--- config.mk ---
export PLATFORM = sky130hd
export DESIGN_NAME = alarm_annunciator
export DESIGN_NICKNAME = d
export VERILOG_FILES = /design/src/rtl/alarm_annunciator_pkg.sv /design/src/rtl/alarm_annunciator_phase_gen.sv /design/src/rtl/alarm_annunciator.sv
export SDC_FILE = /design/constraint.sdc
export NUM_CORES = 1
export LEC_CHECK = 0
export CORE_UTILIZATION = 35
export CTS_CLUSTER_DIAMETER = 100
export DETAILED_ROUTE_END_ITERATION = 10
export MAX_ROUTING_LAYER = met4
export PLACE_DENSITY = 0.58
export SLEW_MARGIN = 0
export SYNTH_ARGS = -nofsm -noshare
export SYNTH_HDL_FRONTEND = slang
export SYNTH_SLANG_ARGS = --single-unit
--- constraint.sdc ---
create_clock -name CLOCK -period 3.34 [get_ports CLOCK]
set_input_delay 0.668 -clock CLOCK [delete_from_list [all_inputs] [get_ports CLOCK]]
set_output_delay 0.668 -clock CLOCK [all_outputs]
set_load 0.1 [all_outputs]
--- src/rtl/alarm_annunciator_pkg.sv ---
// Shared definitions for the alarm annunciator: state encoding, source bit
// positions, default timing parameters and a counter width helper.
package alarm_annunciator_pkg;

  typedef enum logic [1:0] {
    ST_NORMAL = 2'd0,
    ST_ALERT  = 2'd1,
    ST_ACKED  = 2'd2
  } ann_state_e;

  localparam int NUM_SRC  = 4;
  localparam int SRC_VENT = 0;
  localparam int SRC_TEMP = 1;
  localparam int SRC_SC   = 2;
  localparam int SRC_REA  = 3;

  localparam int DEF_SIREN_ON  = 4;
  localparam int DEF_SIREN_OFF = 4;
  localparam int DEF_RESOUND   = 64;

  // A counter must always be at least one bit wide, even for a range of 1.
  function automatic int cnt_width(input int range);
    return (range > 1) ? $clog2(range) : 1;
  endfunction

endpackage

--- src/rtl/alarm_annunciator_phase_gen.sv ---
// Siren/flash phase generator: a wrapping counter whose phase is high for the
// first SIREN_ON counts of every SIREN_ON+SIREN_OFF period.
module annunciator_phase_gen
  import alarm_annunciator_pkg::*;
#(
  parameter int SIREN_ON  = DEF_SIREN_ON,
  parameter int SIREN_OFF = DEF_SIREN_OFF
) (
  input  logic CLOCK,
  input  logic reset,
  input  logic clear,
  input  logic enable,
  output logic phase
);

  localparam int PERIOD = SIREN_ON + SIREN_OFF;
  localparam int CW     = cnt_width(PERIOD);
  localparam logic [CW-1:0] LAST = CW'(PERIOD - 1);

  logic [CW-1:0] count_q, count_d;

  // Clear wins over enable so every entry into ALERT restarts at phase 0.
  always_comb begin
    count_d = count_q;
    if (clear) begin
      count_d = '0;
    end else if (enable) begin
      count_d = (count_q == LAST) ? '0 : count_q + CW'(1);
    end
  end

  always_ff @(posedge CLOCK) begin
    if (reset) begin
      count_q <= '0;
    end else begin
      count_q <= count_d;
    end
  end

  assign phase = (32'(count_q) < SIREN_ON);

endmodule

--- src/rtl/alarm_annunciator.sv ---
// Four-source alarm annunciator: latches new alarms, pulses a siren and
// flashes lamps until acknowledged, and re-sounds alarms left standing too long.
module alarm_annunciator
  import alarm_annunciator_pkg::*;
#(
  parameter int SIREN_ON  = DEF_SIREN_ON,
  parameter int SIREN_OFF = DEF_SIREN_OFF,
  parameter int RESOUND   = DEF_RESOUND
) (
  input  logic                 CLOCK,
  input  logic                 reset,
  input  logic [NUM_SRC-1:0]   alarm_in,
  input  logic                 ack,
  input  logic                 test,
  output logic                 alarmeSonoro,
  output logic [NUM_SRC-1:0]   lamp,
  output logic [NUM_SRC-1:0]   first_out,
  output logic [1:0]           state
);

  localparam int RW = cnt_width(RESOUND);
  localparam logic [RW-1:0] RES_LAST = RW'(RESOUND - 1);

  ann_state_e         state_q, state_d;
  logic [NUM_SRC-1:0] prev_q, prev_d;
  logic [NUM_SRC-1:0] unacked_q, unacked_d;
  logic [NUM_SRC-1:0] first_out_q, first_out_d;
  logic [RW-1:0]      resound_q, resound_d;

  logic [NUM_SRC-1:0] rise;
  logic               any_rise;
  logic               any_active;
  logic               phase;
  logic               flash;
  logic               alert_entry;

  assign rise       = alarm_in & ~prev_q;
  assign any_rise   = |rise;
  assign any_active = |alarm_in;

  // Next-state logic; a new rise always takes priority over an acknowledge.
  always_comb begin
    state_d     = state_q;
    prev_d      = alarm_in;
    unacked_d   = unacked_q | rise;
    first_out_d = first_out_q;
    resound_d   = resound_q;

    case (state_q)
      ST_NORMAL: begin
        if (any_rise) begin
          state_d     = ST_ALERT;
          first_out_d = rise;
        end
      end
      ST_ALERT: begin
        if (ack) begin
          unacked_d = rise;
          if (!any_rise) begin
            state_d = any_active ? ST_ACKED : ST_NORMAL;
          end
        end
      end
      ST_ACKED: begin
        if (any_rise) begin
          state_d = ST_ALERT;
        end else if (!any_active) begin
          state_d = ST_NORMAL;
        end else if (resound_q == RES_LAST) begin
          state_d   = ST_ALERT;
          unacked_d = alarm_in;
        end
      end
      default: begin
        state_d = ST_NORMAL;
      end
    endcase

    if (state_d == ST_NORMAL) begin
      first_out_d = '0;
    end

    if (state_d == ST_ACKED) begin
      if (state_q != ST_ACKED) begin
        resound_d = '0;
      end else begin
        resound_d = (resound_q == RES_LAST) ? '0 : resound_q + RW'(1);
      end
    end
  end

  always_ff @(posedge CLOCK) begin
    if (reset) begin
      state_q     <= ST_NORMAL;
      prev_q      <= '0;
      unacked_q   <= '0;
      first_out_q <= '0;
      resound_q   <= '0;
    end else begin
      state_q     <= state_d;
      prev_q      <= prev_d;
      unacked_q   <= unacked_d;
      first_out_q <= first_out_d;
      resound_q   <= resound_d;
    end
  end

  assign alert_entry = (state_d == ST_ALERT) && (state_q != ST_ALERT);

  annunciator_phase_gen #(
    .SIREN_ON  (SIREN_ON),
    .SIREN_OFF (SIREN_OFF)
  ) u_phase_gen (
    .CLOCK  (CLOCK),
    .reset  (reset),
    .clear  (alert_entry),
    .enable (state_d == ST_ALERT),
    .phase  (phase)
  );

  // Siren and flashing lamps are decoded purely from registered state.
  assign flash        = (state_q == ST_ALERT) && phase;
  assign alarmeSonoro = flash;
  assign lamp         = test ? '1
                             : ((unacked_q & {NUM_SRC{flash}}) | (~unacked_q & prev_q));
  assign first_out    = first_out_q;
  assign state        = state_q;

endmodule

==> results of run 1 <==
[cell families after synthesis]
| logic type | synth area share, % |
|---|---|
| and+or+nand+nor | 26.15 |
| DFF | 33.30 |
| buffers and inverters | 6.425 |
| muxes | 1.448 |
| adders and majority gates | 6.335 |
| AOI/OAI and AO/OA | 26.33 |
[per-layer routing]
| metal | global-route usage [%] | vias up |
|---|---|---|
| li1 | - | 624 |
| met1 | 22.27 | 612 |
| met2 | 26.17 | 40 |
| met3 | 4.754 | 4 |
| met4 | 6.111 | 0 |
| met5 | - | - |
[flip-flops by register name (all words and copies together) (netlist names)]
name / count
prev_q: 4
unacked_q: 4
u_phase_gen.count_q: 3
resound_q: 6
first_out: 4
state: 2
[metrics by stage]
step | utilization [%] | cells | setup slack, ps | hold WS [ps] | power [mW]
floorplan | - | 160 | 221.5 | 438.5 | 0.4910
detailed placement | 42.83 | 220 | 201.9 | 463.9 | 0.5423
global placement | 42.83 | 220 | 277.0 | 448.1 | 0.5411
finish | 44.04 | 224 | 466.6 | 474.8 | 0.7121
CTS | 44.04 | 224 | 469.1 | 482.5 | 0.7188
global route | 44.04 | 224 | 413.5 | 493.3 | 0.7477
[placed cells by master, fill, tap and decap left out, types with 6 or more instances in the layout]
| cell type | instances |
|---|---|
| inv_1 | 15 |
| nor2_1 | 19 |
| dfxtp_1 | 22 |
| buf_4 | 13 |
| nand3_1 | 6 |
| clkdlybuf4s50_1 | 7 |
| ha_1 | 7 |
| a21oi_1 | 6 |
| nor2b_1 | 6 |
| nand2_1 | 8 |
[report_power, final]
group / internal, mW / switching [mW] / total (mW)
clock network: 0.0852 / 0.0886 / 0.174
logic: 0.0737 / 0.160 / 0.233
registers: 0.289 / 0.0155 / 0.305
total: 0.448 / 0.264 / 0.712
[path summary, 6_finish.rpt]
path,endpoint,slack [ps]
max reg2reg,resound_q[5],1010
max,resound_q[5],470
min reg2reg,first_out[2],470
min,first_out[2],470
[worst max-delay path, cell delays in order]
cell,delay [ps]
clkdlybuf4s50_1,470
nor2b_4,180
or4_4,540
o311ai_4,230
o21ai_2,200
or4b_4,590
o32ai_1,160
[cell type report]
class,instances,share of cell area (%)
flip-flops and latches,23,28.21
well taps,48,3.670
multi-input cells,114,51.68
repair buffers,20,10.24
clock buffers,4,2.752
inverters,15,3.440
==> flow_metrics.py, run 1 <==
metrics = {
    "outcome": {
        "outcome": "finished, final reports clean",
    },
    "routing": {
        "vias": 1280,
        "drtIter0Drc": 63,
        "wl_met2_um": 1491,
        "ant_nets": 0,
        "drt_first_pass_iters": 5,
        "wl_per_cell_um": 15.08,
        "wl_met3_um": 165,
        "routed_wl_um": 3379,
        "routed.top_layer": "met4",
        "drcViolationCount": 0,
        "drt-met1-wl_um": 1694,
        "routed_via_density": 5.714,
    },
    "clock_tree": {
        "post_cts_resized": 0,
        "hold_buffers": 0,
        "clock_latency_ps": 260,
        "cts_root_buf": "clkbuf_8",
        "cts_tree": "yes",
        "cts_setup_buffers": 0,
        "clockBufferDepth": 2,
        "htreeDepth": 1,
        "path_clk_slew_ps": 80,
        "cts_buffers": 3,
        "clkSinkCount": 23,
    },
    "yosys": {
        "yosys.cell_count.top_type": "dfxtp_1",
        "synth_flop_cell": "dfxtp_1",
        "syn_inst": 160,
        "ys_seq_area_share_pct": 33.30,
        "async_flop_share_pct": 0,
        "synth_top_area_cell": "dfxtp_1",
        "synth_edf_count": 0,
        "synth.ff_latch_count": 23,
        "synthTopCellsByCount": "dfxtp_1, nor2_1, inv_1",
        "yosysWarningCount": 0,
        "syn_area_mm2": 0.001383,
        "ys_types": 43,
        "synthTopCellsByArea": "dfxtp_1, ha_1, nor2_1, inv_1, nor2b_1",
        "avgSynthCellArea_um2": 8.641,
        "syn_nets": 175,
        "yosysTopAreaCellShare_pct": 33.30,
    },
    "floorplan": {
        "initial_utilization_pct": 37.21,
        "die_y_um": 64.85,
        "die_w_um": 64.85,
        "num_rows": 22,
        "core_mm2": 0.003716,
        "dieArea_mm2": 0.004206,
        "io_pins": 19,
    },
    "flow_run": {
        "drv_cap": 0,
    },
    "sta": {
        "final-hold-violation-count": 0,
        "skew_ps": 3.815,
        "period_needed_ps": 2873,
        "maxSlewViolCount": 0,
        "setup_tns_ps": 0,
        "worst_pin_slew_ps": 538.5,
        "period_share_pct": 86.03,
        "rsz0062_at_grt": "no",
        "fmax_ghz": 0.3480,
        "setup_viol_count_final": 0,
        "relSlewSlack_pct": 63.78,
    },
    "global_route": {
        "gr-total-overflow": 0,
        "grt_pass1_vias": 1161,
        "grt_antenna_before_repair": 0,
        "track_usage_pct": 17.41,
        "grt_pass1_wl_um": 5526,
        "grt_max_degree": 20,
    },
    "placed_design": {
        "post_dp_cell_area_mm2": 0.001592,
        "gp_congestion": 0.7538,
        "port_buffers": 18,
        "dpl.hpwl_um": 2433,
    },
    "setup_path": {
        "worst_r2r_startpoint": "prev_q[1]",
        "cp_data_required_time_ps": 3510,
        "worstSetupStartpoint": "alarm_in[2]",
        "critPathKind": "in2reg",
        "worstRegToRegCells": 6,
        "end_kind": "flip-flop",
        "cp.arrival_ps": 3040,
        "worstSetupStartpointType": "input pin",
        "worstPathMaxFanout": 13,
    },
    "finish": {
        "finalNetCount": 192,
        "drive_gt1_share_pct": 17.61,
        "final_cell_area_mm2": 0.001637,
        "regArea_um2": 461.7,
        "syn_to_final_growth_pct": 18.37,
        "multi_input_area_um2": 845.8,
        "nFillCells": 370,
        "diodes": 0,
    },
    "hold_path": {
        "hp-start": "first_out[2]",
        "hold_depth": 2,
        "worstHoldPathType": "reg2reg",
    },
    "power_and_ir_drop": {
        "leakagePower_nw": 0.6396,
        "ir_drop_uv": 217.9,
        "powerDensity_mw_per_mm2": 435.1,
    },
}
Power figures use the tool's default switching activity.
==> inputs of run 2 (changes only) <==
Settings changed: ABC_AREA from default to 1, REMOVE_ABC_BUFFERS from default to 1.
==> run 2 against run 1 <==
  * Synthesized cell count is 35% higher
  * Combinational power is 12% higher
  * Clock skew is 2.9 ps higher
  * Maximum frequency is 3.1% higher
  * Sequential share of layout area is 2.0 points lower
  * Cell count is 28% higher
  * First-iteration DRC count is 11% higher
  * Critical path depth stayed put
  * Register-to-register slack better by 440 ps
  * Design area is 7.4% higher
  * Global-route usage is 0.56 points lower
  * Critical path type is now reg2out
  * Largest cell class unchanged
  * Largest power group unchanged
==> flow_metrics.py, run 2 <==
metrics = {
    "sta": {
        "skew_ps": 6.751,
        "relSlewSlack_pct": 35.87,
        "setup_viol_count_final": 0,
        "period_needed_ps": 2787,
        "setup_tns_ps": 0,
        "maxSlewViolCount": 0,
        "final-hold-violation-count": 0,
        "fmax_ghz": 0.3588,
        "rsz0062_at_grt": "no",
        "worst_pin_slew_ps": 958.9,
        "period_share_pct": 83.45,
    },
    "floorplan": {
        "die_w_um": 67.39,
        "dieArea_mm2": 0.004541,
        "die_y_um": 67.39,
        "core_mm2": 0.004058,
        "io_pins": 19,
        "initial_utilization_pct": 36.88,
        "num_rows": 23,
    },
    "yosys": {
        "synth_top_area_cell": "dfxtp_1",
        "yosysWarningCount": 0,
        "syn_area_mm2": 0.001496,
        "ys_types": 26,
        "yosysTopAreaCellShare_pct": 30.77,
        "ys_seq_area_share_pct": 30.77,
        "avgSynthCellArea_um2": 6.928,
        "syn_inst": 216,
        "synthTopCellsByCount": "nand2_1, inv_1, nor2_1",
        "synth.ff_latch_count": 23,
        "synthTopCellsByArea": "dfxtp_1, nand2_1, inv_1, nor2_1, ha_1",
        "synth_flop_cell": "dfxtp_1",
        "yosys.cell_count.top_type": "nand2_1",
        "async_flop_share_pct": 0,
        "synth_edf_count": 0,
    },
    "power_and_ir_drop": {
        "clockPowerShare_pct": 24.1,
        "powerDensity_mw_per_mm2": 424.4,
        "power_frac_comb_pct": 35.0,
        "swShare_pct": 39.71,
        "leakagePower_nw": 0.8225,
        "ir_drop_uv": 190.5,
        "internal-power_mw": 0.4498,
        "power_mw": 0.7460,
        "pwr-share-seq_pct": 41.0,
        "switching_power_mw": 0.2962,
    },
    "routing": {
        "drt_first_pass_iters": 4,
        "ant_nets": 0,
        "drtIter0Drc": 70,
        "vias": 1322,
        "drcViolationCount": 0,
        "wl_per_cell_um": 11.09,
        "routed_via_density": 4.606,
        "routed_wl_um": 3183,
    },
    "setup_path": {
        "worstPathMaxFanout": 8,
        "worstPathCellList": "inv_1, ha_1, inv_1, nor2_1, nand2_1, o211ai_1, buf_4",
        "end_kind": "output pin",
        "cp.arrival_ps": 2120,
        "max_stage_delay_ps": 370,
        "crit_top_cell": "inv_1",
        "worstSetupStartpointType": "flip-flop",
        "cp_data_required_time_ps": 2670,
        "critPathKind": "reg2out",
        "reg2reg_slack_ps": 1450,
        "cp_slowest_cell": "dfxtp_1",
    },
    "finish": {
        "regArea_um2": 460.4,
        "final_cell_area_mm2": 0.001758,
        "nFillCells": 422,
        "largest_reg_flops": 6,
        "final_cell_mix": "nand2_1, inv_1, nor2_1",
        "top_register": "resound_q",
        "final-instance-count-excl-fill": 287,
        "multi_input_area_um2": 903.4,
        "syn_to_final_growth_pct": 17.48,
        "drive_gt1_share_pct": 19.41,
        "final_common_cell": "nand2_1",
        "finalNetCount": 253,
        "finish.utilization_pct": 43.32,
        "diodes": 0,
    },
    "clock_tree": {
        "clockBufferDepth": 2,
        "htreeDepth": 1,
        "clkSinkCount": 23,
        "cts_setup_buffers": 0,
        "cts_tree": "yes",
        "clock_latency_ps": 270,
        "hold_buffers": 0,
        "path_clk_slew_ps": 80,
        "post_cts_resized": 0,
        "cts_buffers": 3,
        "cts_root_buf": "clkbuf_8",
    },
    "outcome": {
        "outcome": "finished, final reports clean",
    },
    "global_route": {
        "grt_antenna_before_repair": 0,
        "grt_pass1_wl_um": 5416,
        "gr-total-overflow": 0,
        "grt_max_degree": 13,
        "grt_pass1_vias": 1216,
        "track_usage_pct": 16.85,
    },
    "placed_design": {
        "gp_congestion": 0.8807,
        "dpl.hpwl_um": 2510,
        "place_inst": 283,
        "post_dp_cell_area_mm2": 0.001713,
        "port_buffers": 18,
    },
    "hold_path": {
        "worstHoldPathType": "reg2reg",
    },
    "flow_run": {
        "drv_cap": 0,
    },
}
[run 2: per-layer routing]
layer,global-route usage (%),up-vias,wire [µm]
li1,-,726,-
met1,19.19,565,1488
met2,28.63,27,1491
met3,4.223,4,162
met4,5.585,0,41
met5,-,-,0
[run 2: power groups by stage]
stage	sequential, mW	clock, mW	combinational, mW
3_3_place_gp	0.312	0	0.264
2_1_floorplan	0.354	0	0.161
4_1_cts	0.306	0.187	0.264
3_5_place_dp	0.312	0	0.263
6_report	0.306	0.180	0.261
5_1_grt	0.309	0.202	0.282
[run 2: cells by family (layout without fill, tap and decap cells)]
group	Yosys count	count (layout)	synth area share, %
compound gates	30	30	11.37
fa+ha+maj	7	7	5.853
xor+xnor	1	1	0.5854
flops	23	23	30.77
simple gates	120	120	42.56
buf+inv	35	56	8.862
[run 2: path summary, 6_finish.rpt]
| check | startpoint | endpoint | cells past startpoint |
|---|---|---|---|
| setup reg to reg | state[0] | first_out[1] | 10 |
| hold reg to reg | u_phase_gen.count_q[0] | u_phase_gen.count_q[0] | 2 |
| setup / recovery | state[1] | lamp[2] | 7 |
| hold / removal | u_phase_gen.count_q[0] | u_phase_gen.count_q[0] | 2 |
[run 2: cell type report]
cell class / instances / area share (%)
Multi-Input combinational cell: 158 / 51.39
Sequential cell: 23 / 26.19
Tap cell: 50 / 3.559
Clock buffer: 4 / 2.562
Inverter: 33 / 7.046
Timing Repair Buffer: 19 / 9.253
[run 2: critical path: cells and delay by family (launching register included)]
family | cells | cell delay, ps
DFF | 1 | 370
AOI/OAI and AO/OA | 1 | 100
buffers and inverters | 3 | 540
and+or+nand+nor | 2 | 460
adders and majority gates | 1 | 370
[run 2: metrics by stage]
step	hold slack (ps)	worst slack, ps
2_1_floorplan	456.0	-1189
3_3_place_gp	477.1	777.9
3_5_place_dp	487.7	817.9
4_1_cts	500.0	510.8
5_1_grt	521.4	347.1
6_report	495.5	552.9
==> RTL change 1 (config.mk and constraints of run 1) <==
`DEF_SIREN_ON`: 4 -> 8.
--- a/src/rtl/alarm_annunciator_pkg.sv
+++ b/src/rtl/alarm_annunciator_pkg.sv
@@ -14,7 +14,7 @@
   localparam int SRC_SC   = 2;
   localparam int SRC_REA  = 3;
 
-  localparam int DEF_SIREN_ON  = 4;
+  localparam int DEF_SIREN_ON  = 8;
   localparam int DEF_SIREN_OFF = 4;
   localparam int DEF_RESOUND   = 64;
 
Function: changed (Yosys sat finds a counterexample within 10 cycles, from zero or initial values and one cycle with reset high).
==> RTL change 1 against run 1 <==
Routed wire length up 0.18%. Final area is 5.3% higher. Clock skew shrank 0.0025 ns. Synthesized area is 1.9% higher. Count of clock-buffer cells in the layout decreased by 1. Worst setup slack got worse by 0.0048 ns. Combinational power is 12% higher. Clock power up 49%. Sequential cell count increased by 1. Total power is 19% higher. Non-clock buffer count rose by 4. Largest cell class unchanged. Highest routed layer unchanged.
==> RTL change 1: results (changes against run 1) <==
set qor(final_layout_size_suffix_gt1_frac) 0.160 ;# -0.0157
set qor(synth_sequential_area_ratio) 0.341 ;# +0.00800
set qor(relSlewSlack) 0.361 ;# -0.277
set qor(synth.cells.most_frequent) {sky130_fd_sc_hd__dfxtp_1, sky130_fd_sc_hd__nand2_1, sky130_fd_sc_hd__nor2b_1}
set qor(total_of_flip_flops_plus_latches_after_synthesis) 24 ;# +4.3%
set qor(vias) 1317 ;# +2.9%
set qor(largest_net_degree_at_the_start_of_global_routing) 17 ;# -15%
set qor(ys_types) 47 ;# +9.3%
set qor(yosys-top-cells-area) {sky130_fd_sc_hd__dfxtp_1, sky130_fd_sc_hd__nor2b_1, sky130_fd_sc_hd__ha_1, sky130_fd_sc_hd__nand2_1, sky130_fd_sc_hd__a22oi_1}
set qor(postCtsSetupRepairBufs) 0 ;# unchanged
set qor(number_of_global_route_vias_before_repair) 1221 ;# +5.2%
set qor(bufAreaShareNonClock) 0.116 ;# +0.0137
set qor(drt-initial-drc-count) 85 ;# +35%
set qor(finalClockSkew_ns) 0.00132 ;# -0.00249 ns
set qor(post_synthesis_net_count) 178 ;# +1.7%
set qor(multiInputCombCellCount) 128 ;# +12%
set qor(sh_seq_area) 0.280 ;# -0.00252
set qor(multi_input_area_share) 0.513 ;# -0.00411
set qor(layout_clock_buffers) 3 ;# -1
set qor(status) {finished clean}
set qor(final-clk-cell-share) 0.0414 ;# +0.0139
set qor(place.gp.congestion) 0.897 ;# +19%
set qor(drt-total-wl_mm) 3.39 ;# +0.18%
set qor(largest_register) {resound_q}
set qor(inverters) 7 ;# -8
set qor(rrSetupSlack_ns) 0.89 ;# -0.12 ns
set qor(cp_max_fo) 9 ;# -4
set qor(cts.repair.resized) 0 ;# unchanged
set qor(detailed_place_hpwl_mm) 2.62 ;# +7.8%
set qor(p_leak_nw) 0.663 ;# +3.7%
set qor(worst_ir_drop_vdd_mv) 0.158 ;# -27%
set qor(grt_first_pass_wirelength_mm) 5.73 ;# +3.7%
set qor(clock_buffers_created_by_tritoncts) 3 ;# unchanged
set qor(grt_use_total) 0.180 ;# +0.00545
set qor(finish.net_count) 202 ;# +5.2%
set qor(portBuffers) 18 ;# unchanged
set qor(final.fill_count) 373 ;# +0.81%
set qor(count_of_buffers_not_belonging_to_the_clock_network_in_the_layout) 24 ;# +20%
set qor(setup_slack_ns) 0.462 ;# -0.00476 ns
set qor(ys_warn_count) 0 ;# unchanged
RTL change 1: per-layer routing:
layer / wire [um] / global-route usage / vias up
li1: - / - / 651
met1: 1670 / 0.246 / 632
met2: 1550 / 0.268 / 32
met3: 145 / 0.0208 / 2
met4: 24 / 0.0734 / 0
met5: 0 / - / -
RTL change 1: power by group:
group          internal [mW]  switching (mW)  total [mW]
clock                  0.160          0.0992       0.259
sequential             0.304          0.0181       0.323
combinational         0.0767           0.186       0.262
RTL change 1: worst paths after layout:
kind | startpoint | endpoint | cells past startpoint
max | alarm_in[0] | resound_q[0] | 7
min | resound_q[1] | resound_q[1] | 2
max reg2reg | state[1] | resound_q[0] | 8
min reg2reg | resound_q[1] | resound_q[1] | 2
RTL change 1: critical path, cell delays in order:
cell                              delay, ns
sky130_fd_sc_hd__clkdlybuf4s50_1       0.48
sky130_fd_sc_hd__nor2b_4               0.18
sky130_fd_sc_hd__or4_4                 0.56
sky130_fd_sc_hd__nand2_1               0.17
sky130_fd_sc_hd__nand3_1               0.32
sky130_fd_sc_hd__nor3_2                0.32
sky130_fd_sc_hd__mux2_1                0.34
RTL change 1: cells by family after synthesis:
group                    Yosys count  share of synthesized area
AO/OA/AOI/OAI                     44                      0.231
flip-flops                        24                      0.341
AND/OR/NAND/NOR                   73                      0.302
adder cells (fa/ha/maj)            6                     0.0533
buffers and inverters             12                     0.0373
XOR/XNOR                           1                    0.00622
multiplexers                       4                     0.0293
RTL change 1: through the flow:
stage,cells,hold WS (ns),power [mW],instance area (um2),utilization
detailed placement,231,0.478,0.590,1650,0.438
global route,235,0.511,0.881,1720,0.457
finish,235,0.489,0.844,1720,0.457
floorplan,164,0.447,0.524,1420,-
global placement,231,0.464,0.588,1650,0.438
CTS,235,0.491,0.849,1720,0.457
==> RTL change 2 (settings of run 1) <==
Made on the original files. Reset style: asynchronous (`reset`), changed in 2 clocked blocks.
--- a/src/rtl/alarm_annunciator_phase_gen.sv
+++ b/src/rtl/alarm_annunciator_phase_gen.sv
@@ -29,7 +29,7 @@
     end
   end
 
-  always_ff @(posedge CLOCK) begin
+  always_ff @(posedge CLOCK or posedge reset) begin
     if (reset) begin
       count_q <= '0;
     end else begin
--- a/src/rtl/alarm_annunciator.sv
+++ b/src/rtl/alarm_annunciator.sv
@@ -89,7 +89,7 @@
     end
   end
 
-  always_ff @(posedge CLOCK) begin
+  always_ff @(posedge CLOCK or posedge reset) begin
     if (reset) begin
       state_q     <= ST_NORMAL;
       prev_q      <= '0;
Function: differs if reset is asserted again (counterexample within 4 cycles, from zero or initial values and one cycle with reset high); with reset held inactive, the same outputs for 10 cycles.
==> RTL change 2 against run 1 <==
Worst setup slack better by 0.052 ns. Synthesized cell count is 11% lower. Sequential cell count unchanged. Die area fell by 2.6%. Final area is 2.1% lower. Synthesized area is 2.7% lower. Hold slack improved by 0.017 ns. Utilization decreased by 0.26 points. Maximum frequency grew 1.8%. Routed wire length shrank 19%.
Power is not compared: it rests on default switching activity, and its combinational part moved more than twofold at a synthesized area within 25%.
==> RTL change 2: results (changes against run 1) <==
set qor(use_met2) 0.278 ;# +0.0162
set qor(worst_hold_slack_ns) 0.491 ;# +0.0166 ns
set qor(yosys_most_used_dff) {sky130_fd_sc_hd__dfrtp_1}
set qor(detailed_place_hpwl_mm) 2.11 ;# -13%
set qor(n_sequential_cell) 23 ;# unchanged
set qor(hold_wc_startpoint) {u_phase_gen.count_q[1]}
set qor(yosys-top-cells-area) {sky130_fd_sc_hd__dfrtp_1, sky130_fd_sc_hd__ha_1, sky130_fd_sc_hd__nand2_1, sky130_fd_sc_hd__nor2b_1, sky130_fd_sc_hd__inv_1}
set qor(area_taken_by_multi_input_logic_gates_um2) 717 ;# -15%
set qor(floorplan.die_area_mm2) 0.00409 ;# -2.6%
set qor(async_reset_ff_frac) 1.00 ;# +1.00
set qor(final_layout_size_suffix_gt1_frac) 0.168 ;# -0.00843
set qor(timing_worst_slew_pin_value_ns) 0.870 ;# +0.332 ns
set qor(place.gp.congestion) 0.773 ;# +2.6%
set qor(min_delay_path_depth) 1 ;# -1
set qor(number_of_global_route_vias_before_repair) 1153 ;# -0.69%
set qor(regToRegEndpoint) {u_phase_gen.count_q[0]}
set qor(inverters) 10 ;# -5
set qor(final.fill_count) 356 ;# -3.8%
set qor(seqCellArea_um2) 576 ;# +25%
set qor(ff2ff_path_depth) 7 ;# +1
set qor(finish.net_count) 177 ;# -7.8%
set qor(synth_sequential_area_ratio) 0.428 ;# +0.0949
set qor(global_route.usage.met1) 0.187 ;# -0.0356
set qor(cp_max_fo) 10 ;# -3
set qor(timing.critical_path.slowest_cell_delay_ns) 0.58
set qor(grtUsageMet3) 0.0268 ;# -0.0207
set qor(crit_slowest_cell) {sky130_fd_sc_hd__or4_4}
set qor(met3RoutedLength_um) 116 ;# -30%
set qor(post_dp_cell_area_mm2) 0.00156 ;# -2.1%
set qor(crit_arrival_ns) 2.97 ;# -0.07 ns
set qor(status) {finished clean}
set qor(worst_hold_path.endpoint) {u_phase_gen.count_q[1]}
set qor(wirelength_per_cell_um) 13.1 ;# -13%
set qor(finalClockSkew_ns) 0.00571 ;# +0.00190 ns
set qor(synth.cells.most_frequent) {sky130_fd_sc_hd__dfrtp_1, sky130_fd_sc_hd__nand2_1, sky130_fd_sc_hd__inv_1}
set qor(bufAreaShareNonClock) 0.105 ;# +0.00216
set qor(reg2reg_from) {resound_q[0]}
set qor(netlist_instances) 142 ;# -11%
set qor(routed_via_density) 5.27 ;# -7.8%
set qor(vias) 1101 ;# -14%
set qor(final-clk-cell-share) 0.0281 ;# +0.000580
set qor(rrSetupSlack_ns) 1.04 ;# +0.03 ns
RTL change 2: changes by cell type after synthesis, sizes merged, moves of 4 or more:
cell / change
inv: -5
nand2: +14
nor2: -12
a2bb2oi: -4
dfrtp: +23
dfxtp: -23
RTL change 2: worst max path at each step:
| stage | endpoint | startpoint | slack, ns |
|---|---|---|---|
| after floorplan | lamp[0] | state[0] | 0.12 |
| after CTS | u_phase_gen.count_q[0] | alarm_in[0] | 0.51 |
| after detailed placement | u_phase_gen.count_q[0] | alarm_in[1] | 0.24 |
| after global routing | u_phase_gen.count_q[0] | alarm_in[0] | 0.33 |
| final | u_phase_gen.count_q[0] | alarm_in[0] | 0.52 |
| after global placement | u_phase_gen.count_q[1] | alarm_in[0] | 0.26 |
RTL change 2: power by group through the flow:
stage | logic [mW] | registers [mW] | clock network [mW]
floorplan | 0.624 | 0.643 | 0
global placement | 1.02 | 0.446 | 0
detailed placement | 1.03 | 0.448 | 0
CTS | 1.04 | 0.442 | 0.179
global route | 1.11 | 0.455 | 0.190
finish | 1.03 | 0.441 | 0.172
RTL change 2: stage by stage:
stage	worst slack (ns)	power [mW]
detailed placement	0.235	1.48
global placement	0.263	1.46
finish	0.519	1.64
floorplan	0.124	1.27
CTS	0.509	1.66
global route	0.329	1.76
RTL change 2: cell families (layout without fill, tap and decap cells):
kind of cell / Yosys count / after routing / synth area share
AND/OR/NAND/NOR: 63 / 63 / 0.249
AO/OA/AOI/OAI: 30 / 30 / 0.178
flip-flops: 23 / 23 / 0.428
buffers and inverters: 15 / 34 / 0.0484
adder cells (fa/ha/maj): 7 / 7 / 0.0651
multiplexers: 4 / 4 / 0.0316
